===== src/rtl/shift_add_multiplier_pkg.sv =====
// Shared types and helpers for the sequential shift-and-add multiplier.
// Holds the FSM state encoding and the iteration-counter width helper.
package shift_add_multiplier_pkg;

  typedef enum logic [1:0] {
    ST_IDLE = 2'd0,
    ST_RUN  = 2'd1,
    ST_DONE = 2'd2
  } state_e;

  // Width of the iteration counter; it must hold values up to n-1.
  function automatic int unsigned count_width(input int unsigned n);
    return $clog2(n);
  endfunction

endpackage : shift_add_multiplier_pkg


===== src/rtl/shift_add_multiplier_if.sv =====
// Start/result handshake bundle between a requester and the multiplier.
interface shift_add_multiplier_if #(
  parameter int unsigned N = 8
) ();

  logic           start;
  logic [N-1:0]   a;
  logic [N-1:0]   b;
  logic           ready;
  logic           busy;
  logic           done;
  logic [2*N-1:0] product;

  modport master (
    output start, a, b,
    input  ready, busy, done, product
  );

  modport slave (
    input  start, a, b,
    output ready, busy, done, product
  );

endinterface : shift_add_multiplier_if


===== src/rtl/shift_add_multiplier_rca.sv =====
// N-bit ripple-carry adder; o_overflow is the unsigned carry out of the MSB.
module shift_add_multiplier_rca #(
  parameter int unsigned N = 8
) (
  input  logic [N-1:0] i_a,
  input  logic [N-1:0] i_b,
  input  logic         i_cin,
  output logic [N-1:0] o_sum,
  output logic         o_overflow
);

  logic [N:0] w_carry;

  assign w_carry[0] = i_cin;

  for (genvar g = 0; g < N; g++) begin : g_fa
    assign o_sum[g]       = i_a[g] ^ i_b[g] ^ w_carry[g];
    assign w_carry[g + 1] = (i_a[g] & i_b[g]) | (w_carry[g] & (i_a[g] ^ i_b[g]));
  end

  assign o_overflow = w_carry[N];

endmodule : shift_add_multiplier_rca


===== src/rtl/shift_add_multiplier.sv =====
// Sequential unsigned NxN multiplier: one shift-and-add iteration per clock,
// N iterations per operation, 2N-bit product with a one-cycle done pulse.
module shift_add_multiplier
  import shift_add_multiplier_pkg::*;
#(
  parameter int unsigned N = 8
) (
  input  logic                   clk,
  input  logic                   rst_n,
  shift_add_multiplier_if.slave  s_mul
);

  localparam int unsigned CW = count_width(N);
  localparam int unsigned PW = 2 * N;

  state_e          r_state;
  state_e          w_state_nxt;
  logic            w_accept;
  logic            w_last;
  logic            w_ready_nxt;
  logic            w_busy_nxt;
  logic            w_done_nxt;

  logic            r_ready;
  logic            r_busy;
  logic            r_done;
  logic [CW-1:0]   r_count;
  logic [N-1:0]    r_acc;
  logic [N-1:0]    r_mq;
  logic [N-1:0]    r_mcand;
  logic [PW-1:0]   r_product;

  logic [N-1:0]    w_add_b;
  logic [N-1:0]    w_sum;
  logic            w_cout;
  logic [N-1:0]    w_acc_nxt;
  logic [N-1:0]    w_mq_nxt;

  // Multiplicand is added only when the current multiplier LSB is set.
  assign w_add_b = r_mq[0] ? r_mcand : '0;

  shift_add_multiplier_rca #(
    .N (N)
  ) u_rca (
    .i_a        (r_acc),
    .i_b        (w_add_b),
    .i_cin      (1'b0),
    .o_sum      (w_sum),
    .o_overflow (w_cout)
  );

  // {acc, mq} <= {cout, sum, mq} >> 1
  assign w_acc_nxt = {w_cout, w_sum[N-1:1]};
  assign w_mq_nxt  = {w_sum[0], r_mq[N-1:1]};

  // Next-state decode; status flags are derived from the next state so they
  // can be registered alongside it.
  always_comb begin
    w_state_nxt = r_state;
    w_accept    = 1'b0;
    w_last      = 1'b0;
    unique case (r_state)
      ST_IDLE: begin
        if (s_mul.start) begin
          w_state_nxt = ST_RUN;
          w_accept    = 1'b1;
        end
      end
      ST_RUN: begin
        if (r_count == CW'(N - 1)) begin
          w_state_nxt = ST_DONE;
          w_last      = 1'b1;
        end
      end
      ST_DONE: w_state_nxt = ST_IDLE;
      default: w_state_nxt = ST_IDLE;
    endcase
    w_ready_nxt = (w_state_nxt == ST_IDLE);
    w_busy_nxt  = (w_state_nxt == ST_RUN);
    w_done_nxt  = (w_state_nxt == ST_DONE);
  end

  always_ff @(posedge clk or negedge rst_n) begin
    if (!rst_n) begin
      r_state <= ST_IDLE;
      r_ready <= 1'b1;
      r_busy  <= 1'b0;
      r_done  <= 1'b0;
    end else begin
      r_state <= w_state_nxt;
      r_ready <= w_ready_nxt;
      r_busy  <= w_busy_nxt;
      r_done  <= w_done_nxt;
    end
  end

  // Datapath: load on accept, iterate while running.
  always_ff @(posedge clk or negedge rst_n) begin
    if (!rst_n) begin
      r_acc   <= '0;
      r_mq    <= '0;
      r_mcand <= '0;
      r_count <= '0;
    end else if (w_accept) begin
      r_acc   <= '0;
      r_mq    <= s_mul.b;
      r_mcand <= s_mul.a;
      r_count <= '0;
    end else if (r_state == ST_RUN) begin
      r_acc   <= w_acc_nxt;
      r_mq    <= w_mq_nxt;
      r_count <= r_count + CW'(1);
    end
  end

  // Product only changes on the final iteration's edge.
  always_ff @(posedge clk or negedge rst_n) begin
    if (!rst_n) begin
      r_product <= '0;
    end else if (w_last) begin
      r_product <= {w_acc_nxt, w_mq_nxt};
    end
  end

  assign s_mul.ready   = r_ready;
  assign s_mul.busy    = r_busy;
  assign s_mul.done    = r_done;
  assign s_mul.product = r_product;

endmodule : shift_add_multiplier

===== src/flat_wrapper.sv =====
// flat-port wrapper written by rule: the top's interface ports become plain ports
module shift_add_multiplier_flat import shift_add_multiplier_pkg::*;
#(
  parameter int unsigned N = 8
)
  (clk, rst_n, s_mul_start, s_mul_a, s_mul_b, s_mul_ready, s_mul_busy, s_mul_done, s_mul_product);
  shift_add_multiplier_if #(.N(N)) s_mul_i ();
  input  logic clk;
  input  logic rst_n;
  input wire logic [$bits(s_mul_i.start)-1:0] s_mul_start;
  input wire logic [$bits(s_mul_i.a)-1:0] s_mul_a;
  input wire logic [$bits(s_mul_i.b)-1:0] s_mul_b;
  output wire logic [$bits(s_mul_i.ready)-1:0] s_mul_ready;
  output wire logic [$bits(s_mul_i.busy)-1:0] s_mul_busy;
  output wire logic [$bits(s_mul_i.done)-1:0] s_mul_done;
  output wire logic [$bits(s_mul_i.product)-1:0] s_mul_product;
  assign s_mul_i.start = s_mul_start;
  assign s_mul_i.a = s_mul_a;
  assign s_mul_i.b = s_mul_b;
  assign s_mul_ready = s_mul_i.ready;
  assign s_mul_busy = s_mul_i.busy;
  assign s_mul_done = s_mul_i.done;
  assign s_mul_product = s_mul_i.product;
  shift_add_multiplier #(.N(N)) u_core (.clk(clk), .rst_n(rst_n), .s_mul(s_mul_i));
endmodule

===== config.mk =====
export PLATFORM = sky130hd
export DESIGN_NAME = shift_add_multiplier_flat
export DESIGN_NICKNAME = d
export VERILOG_FILES = /design/src/rtl/shift_add_multiplier_pkg.sv /design/src/rtl/shift_add_multiplier_if.sv /design/src/rtl/shift_add_multiplier_rca.sv /design/src/rtl/shift_add_multiplier.sv /design/src/flat_wrapper.sv
export SDC_FILE = /design/constraint.sdc
export NUM_CORES = 1
export LEC_CHECK = 0
export ABC_AREA = 1
export BUFFER_PORTS_ARGS = -buffer_cell sky130_fd_sc_hd__buf_2
export CAP_MARGIN = 25
export CORE_MARGIN = 8
export CORE_UTILIZATION = 46
export CTS_BUF_LIST = sky130_fd_sc_hd__clkbuf_8
export DETAILED_ROUTE_END_ITERATION = 10
export PLACE_DENSITY = 0.72
export SETUP_SLACK_MARGIN = 0.4
export SLEW_MARGIN = 20
export SYNTH_ARGS = -nofsm -noshare
export SYNTH_HDL_FRONTEND = slang
export SYNTH_SLANG_ARGS = --single-unit

===== constraint.sdc =====
create_clock -name clk -period 3.5 [get_ports clk]
set_input_delay 0.7 -clock clk [delete_from_list [all_inputs] [get_ports clk]]
set_output_delay 0.7 -clock clk [all_outputs]
set_load 0.01 [all_outputs]

# Word-level counts from Yosys, hierarchy flattened
# Index checks and enable logic that the tools add are counted.
[op_classes]
addsub = 1
n_eq_ne = 4
muxes = 14
bitwise_logic = 37
reduce_logical = 3
[op_table]
columns = ["cell", "count"]
rows = [
  ["$mux W8", 5],
  ["$and A1 B1 Y1", 15],
  ["$xor A1 B1 Y1", 15],
  ["$or A1 B1 Y1", 7],
  ["$mux W3", 2],
  ["$eq A2 B1 Y1 const B", 2],
  ["$logic_not A2 Y1", 2],
  ["$mux W1", 4],
  ["$mux W2", 2],
  ["$pmux W2 S2", 1],
  ["$add A3 B1 Y3 const B", 1],
  ["$eq A3 B3 Y1 const B", 1],
  ["$eq A2 B2 Y1 const B", 1],
  ["$reduce_bool A2 Y1", 1],
]
[word_totals]
regBits = 48
input_bits = 19
output_inout_bits = 19
word_cells = 68

# Logic depth before layout (Yosys ltp)
[logic_depth]
ltp_word = 18
ltp_mapped = 15

# Hierarchy
# From an unflattened synthesis, not the netlist that was laid out.
[hier_totals]
hier_cells = 246
hier_area_um2 = 2182.1
[modules_own_cells]
columns = ["mod", "n_inst", "cells_per_inst", "area_each_um2", "seq_area_each_um2"]
rows = [
  ["shift_add_multiplier", 1, 228, 1984.4, 1202.4],
  ["shift_add_multiplier_rca", 1, 18, 197.7, 0.0],
]

# Worst setup path before layout
# OpenSTA, ideal clock, no wires.
[synth_timing]
path_type = "reg-to-reg"
from = "register u_core.r_mq[0]"
to = "register u_core.r_product[14] (netlist: u_core.s_mul.product[14])"
arrival_ps = 3696
required_ps = 3383
path_slack_ps = -313
path_stages_with_launch = 16
synth_period_minus_slack_ps = 3813
path_cell_list = "dfrtp_1 -> clkbuf_1 -> nand2_1 -> inv_1 -> ha_1 -> inv_1 -> fa_1 -> fa_1 -> fa_1 -> fa_1 -> fa_1 -> fa_1 -> fa_1 -> inv_1 -> nand2_1 -> nand2_1"
[synth_via]
elab_chain_len = 15
[synth_lines]
columns = ["element", "line_no", "source"]
rows = [
  ["start, declared", "shift_add_multiplier.sv:29", "logic [N-1:0] r_mq;"],
  ["start signal, assigned", "shift_add_multiplier.sv:106", "r_mq <= s_mul.b;"],
  ["start signal, assigned", "shift_add_multiplier.sv:111", "r_mq <= w_mq_nxt;"],
  ["$mux W8 *", "shift_add_multiplier.sv:40", "assign w_add_b = r_mq[0] ? r_mcand : '0;"],
  ["$and A1 B1 Y1 or $xor A1 B1 Y1 (tied branches)", "shift_add_multiplier_rca.sv:18", "assign w_carry[g + 1] = (i_a[g] & i_b[g]) | (w_carry[g] & (i_a[g] ^ i_b[g]));"],
  ["$and A1 B1 Y1", "shift_add_multiplier_rca.sv:18", ""],
  ["$or A1 B1 Y1", "shift_add_multiplier_rca.sv:18", ""],
  ["$and A1 B1 Y1", "shift_add_multiplier_rca.sv:18", ""],
  ["$or A1 B1 Y1", "shift_add_multiplier_rca.sv:18", ""],
  ["$and A1 B1 Y1", "shift_add_multiplier_rca.sv:18", ""],
  ["$or A1 B1 Y1", "shift_add_multiplier_rca.sv:18", ""],
  ["$and A1 B1 Y1", "shift_add_multiplier_rca.sv:18", ""],
  ["$or A1 B1 Y1", "shift_add_multiplier_rca.sv:18", ""],
  ["$and A1 B1 Y1", "shift_add_multiplier_rca.sv:18", ""],
  ["$or A1 B1 Y1", "shift_add_multiplier_rca.sv:18", ""],
  ["$and A1 B1 Y1", "shift_add_multiplier_rca.sv:18", ""],
  ["$or A1 B1 Y1", "shift_add_multiplier_rca.sv:18", ""],
  ["$xor A1 B1 Y1 *", "shift_add_multiplier_rca.sv:17", "assign o_sum[g] = i_a[g] ^ i_b[g] ^ w_carry[g];"],
  ["end signal, assigned", "shift_add_multiplier.sv:121", "r_product <= {w_acc_nxt, w_mq_nxt};"],
  ["end, declared", "shift_add_multiplier.sv:31", "logic [PW-1:0] r_product;"],
]
# Every way passes the cells marked *; elsewhere a longest branch is shown, timed or not.
# A chain may end at the register's enable or synchronous reset.

# Worst setup path in the final report
[layout_timing]
from = "register u_core.r_mq[0]"
to = "register u_core.r_acc[6]"
[layout_via]
elab_chain_len = 17
[layout_lines]
columns = ["element", "line_no", "source"]
rows = [
  ["$mux W8 *", "shift_add_multiplier.sv:40", ""],
  ["$and A1 B1 Y1 or $xor A1 B1 Y1 (tied branches)", "shift_add_multiplier_rca.sv:18", ""],
  ["$and A1 B1 Y1", "shift_add_multiplier_rca.sv:18", ""],
  ["$or A1 B1 Y1", "shift_add_multiplier_rca.sv:18", ""],
  ["$and A1 B1 Y1", "shift_add_multiplier_rca.sv:18", ""],
  ["$or A1 B1 Y1", "shift_add_multiplier_rca.sv:18", ""],
  ["$and A1 B1 Y1", "shift_add_multiplier_rca.sv:18", ""],
  ["$or A1 B1 Y1", "shift_add_multiplier_rca.sv:18", ""],
  ["$and A1 B1 Y1", "shift_add_multiplier_rca.sv:18", ""],
  ["$or A1 B1 Y1", "shift_add_multiplier_rca.sv:18", ""],
  ["$and A1 B1 Y1", "shift_add_multiplier_rca.sv:18", ""],
  ["$or A1 B1 Y1", "shift_add_multiplier_rca.sv:18", ""],
  ["$and A1 B1 Y1", "shift_add_multiplier_rca.sv:18", ""],
  ["$or A1 B1 Y1", "shift_add_multiplier_rca.sv:18", ""],
  ["$xor A1 B1 Y1 *", "shift_add_multiplier_rca.sv:17", ""],
  ["$mux W8 *", "shift_add_multiplier.sv:109", "end else if (r_state == ST_RUN) begin"],
  ["$mux W8 *", "shift_add_multiplier.sv:104", "end else if (w_accept) begin"],
  ["end signal, assigned", "shift_add_multiplier.sv:110", "r_acc <= w_acc_nxt;"],
  ["end, declared", "shift_add_multiplier.sv:28", "logic [N-1:0] r_acc;"],
]
# Every way passes the cells marked *; elsewhere a longest branch is shown, timed or not. The select of a mux whose other input is x is not followed.

==> reports/qor.yml <==
status:
  status: "complete, no violations"
critical_path:
  max_stage_delay_ns: 0.48
  r2r_start: "u_core.r_mq[0]"
  cp_top_family: "adder cells"
  start_kind: "flip-flop"
  crit_end: "u_core.r_acc[6]"
  cp.depth: 14
  critical_path_required_ns: 3.70
  crit_path_end_kind: "flip-flop"
  crit_path_frequent_cell: "fa_2"
  r2r-end: "u_core.r_acc[6]"
  path_class: "flip-flop to flip-flop"
  crit_buf_inv: 3
  reg2regPathDepth: 14
  crit_arrival_ns: 3.59
  r2r_setup_slack_ns: 0.10
  critical_path.slowest_cell: "fa_1"
  crit_chain: "nand2_1, inv_1, ha_1, inv_1, fa_2, fa_2, fa_2, fa_2, fa_2, fa_2, fa_1, inv_1, nand2_1, nand2_1"
  crit_fanout: 2
  timing.critical_path.from: "u_core.r_mq[0]"
cells_and_area:
  final_area_sq_mm: 0.00252
  area_growth_pct: 15.6
  finish.net_count: 311
  drive_gt1_share_pct: 21.9
  fill_cells: 448
  diodes: 0
synth:
  synthMuxAreaShare_pct: 0
  synth_top_family_by_area: "simple AND/OR/NAND/NOR gates"
  synth.top_cells.by_area: "dfrtp_1 (54%), nand2_1 (20%), nand3_1 (7.4%), fa_1 (6.4%), inv_1 (3.3%)"
  synthesis.area_sq_mm: 0.00218
  synth_top_area_cell: "dfrtp_1"
  netlist.area_leader.share_pct: 54.0
  synthFlopType: "dfrtp_1"
  syn_inst: 244
  synth_compound_area_share_pct: 0.689
  yosys.area_share.simple_pct: 29.4
  ys_types: 19
  synth_area_per_cell_sq_um: 8.93
  synth_edf_count: 0
  async_flop_share_pct: 100
  synthesis.nets: 273
  yosysMostFrequentCell: "nand2_1"
  synthXorXnorAreaFrac_pct: 0
  synthAdderAreaFrac_pct: 8.16
  yosysSeqAreaShare_pct: 55.2
  synth_seq_cells: 48
  ys_top_cells_by_count: "nand2_1 (114), dfrtp_1 (47), nand3_1 (32), inv_1 (19), fa_1 (7)"
  yosysWarnings: 0
power_and_ir_drop:
  pwr_density_cell_mw_per_mm2: 818
  power_w: 0.00206
  power_leakage_nw: 1.38
  ir_worst_vdd_uv: 388
sta:
  slew_headroom_pct: 40.3
  drv_slew: 0
  period_share_pct: 97.1
  finalHoldViolCount: 0
  post-route-min-period_ns: 3.40
  clock-skew-final_ns: 0.00581
  tightestPinTransition_ns: 0.890
  fmax_mhz: 294
  finalSetupViolCount: 0
  grt_setup_unrepaired: "true"
place:
  port_buffers: 37
  postPlaceCellArea_sq_mm: 0.00241
  gp_congestion: 0.765
  dp_hpwl_um: 3300
cts:
  tritoncts: "built"
  hold_buffers: 0
  cts.path.max_buffers: 2
  clk_pin_slew_ns: 0.08
  numCtsBuffers: 5
  cts_root_buf: "clkbuf_8"
  clock-sinks: 48
  htreeDepth: 2
  clk_latency_ns: 0.30
routing:
  wl_per_cell_um: 13.7
  viasPerCell: 5.02
  drt-pass1-iter-count: 4
  vias: 1691
  finalWirelength_um: 4620
  drtIter0Drc: 134
  drcViolationCount: 0
  final_antenna_net_count: 0
grt:
  grt_max_degree: 31
  antenna_found_initial: 0
  grt_pass1_wl_um: 8110
  first_global_vias: 1712
  track_usage_pct: 14.1
  overflow: 0
floorplan:
  coreArea_sq_mm: 0.00463
  start_util_pct: 47.1
  fp.dieW_um: 84.8
  die_h_um: 84.8
  ios: 38
  fp-row-count: 25
  die_area_sq_mm: 0.00719
run:
  max_cap_viol_count: 0
min_path:
  holdCritPathClass: "primary input to asynchronous set/reset pin"
==> how the worst min path moves through the flow <==
stage / from / to / slack (ns)
floorplan: rst_n / u_core.r_acc[0] / 0.40
global placement: u_core.s_mul.product[4] / u_core.s_mul.product[4] / 0.45
detailed placement: u_core.s_mul.product[2] / u_core.s_mul.product[2] / 0.45
CTS: rst_n / u_core.r_acc[5] / 0.47
global route: rst_n / u_core.r_mcand[4] / 0.48
finish: rst_n / u_core.r_acc[5] / 0.45
==> power by group <==
part           total, W  switching (W)  internal [W]  leakage (nW)
combinational  0.000793       0.000495      0.000298         0.725
clock          0.000338       0.000183      0.000156        0.0538
sequential     0.000929       0.000135      0.000794         0.601
total           0.00206       0.000812       0.00125          1.38
==> layout by cell type, fill, tap and decap left out <==
cell | Yosys | final
nor2_4 | 2 | 2
dfrtp_1 | 47 | 47
nor2_2 | 1 | 1
or2_2 | 1 | 1
o21ai_0 | 2 | 2
inv_2 | 1 | 2
fa_2 | 0 | 6
buf_2 | 4 | 37
dfstp_2 | 1 | 1
nand2_2 | 2 | 2
ha_1 | 3 | 3
nand3_1 | 32 | 32
inv_1 | 19 | 20
buf_4 | 3 | 3
nand2_1 | 114 | 114
clkbuf_8 | 0 | 6
o21ai_1 | 1 | 1
nor2_1 | 1 | 1
fa_1 | 7 | 1
buf_16 | 0 | 1
==> stage by stage <==
step / instances / setup TNS (ns) / util (%) / setup WS, ns / hold WS (ns)
finish: 337 / 0 / 54.4 / 0.103 / 0.446
global route: 337 / -0.0975 / 54.4 / -0.0607 / 0.483
CTS: 337 / 0 / 54.4 / 0.0850 / 0.465
detailed placement: 327 / 0 / 52.1 / 0.0363 / 0.454
global placement: 326 / 0 / 51.5 / 0.0768 / 0.451
floorplan: 244 / 0 / - / 0.0218 / 0.404
==> registers in the layout, summed over array words and instances, names as in the netlist <==
name and cells:
u_core.r_mq 8, u_core.r_acc 8, u_core.s_mul.ready 1, u_core.r_state 2
u_core.r_count 3, u_core.s_mul.product 16, u_core.r_mcand 8, u_core.s_mul.busy 1
u_core.s_mul.done 1
==> cells by family after synthesis <==
family | after synthesis
flip-flops | 48
AO/OA/AOI/OAI | 3
adder cells (fa/ha/maj) | 10
buffers and inverters | 30
AND/OR/NAND/NOR | 153
==> routing by layer <==
layer  global-route usage [%]  wire length [um]  up-vias
met2                     21.6              2200       42
met3                     3.19               246       10
met1                     17.9              2050      815
met5                        0                 0        -
met4                     7.77               119        0
li1                         -                 -      824
==> cell type report <==
type / instances / area, sq um / area share, %
multi-input combinational: 166 / 847 / 33.6
clock buffer: 6 / 82.6 / 3.28
inverter: 20 / 75.1 / 2.98
sequential: 48 / 1200 / 47.8
timing repair buffer: 41 / 235 / 9.34
clock inverter: 2 / 7.51 / 0.298
tap: 54 / 67.6 / 2.68
==> timing repair <==
action	in CTS	in global routing
pin swaps	1	2
setup buffers	2	0
resized for setup	1	0
hold endpoints to repair	0	0
setup endpoints to repair	6	6
(Power assumes the default switching activity.)
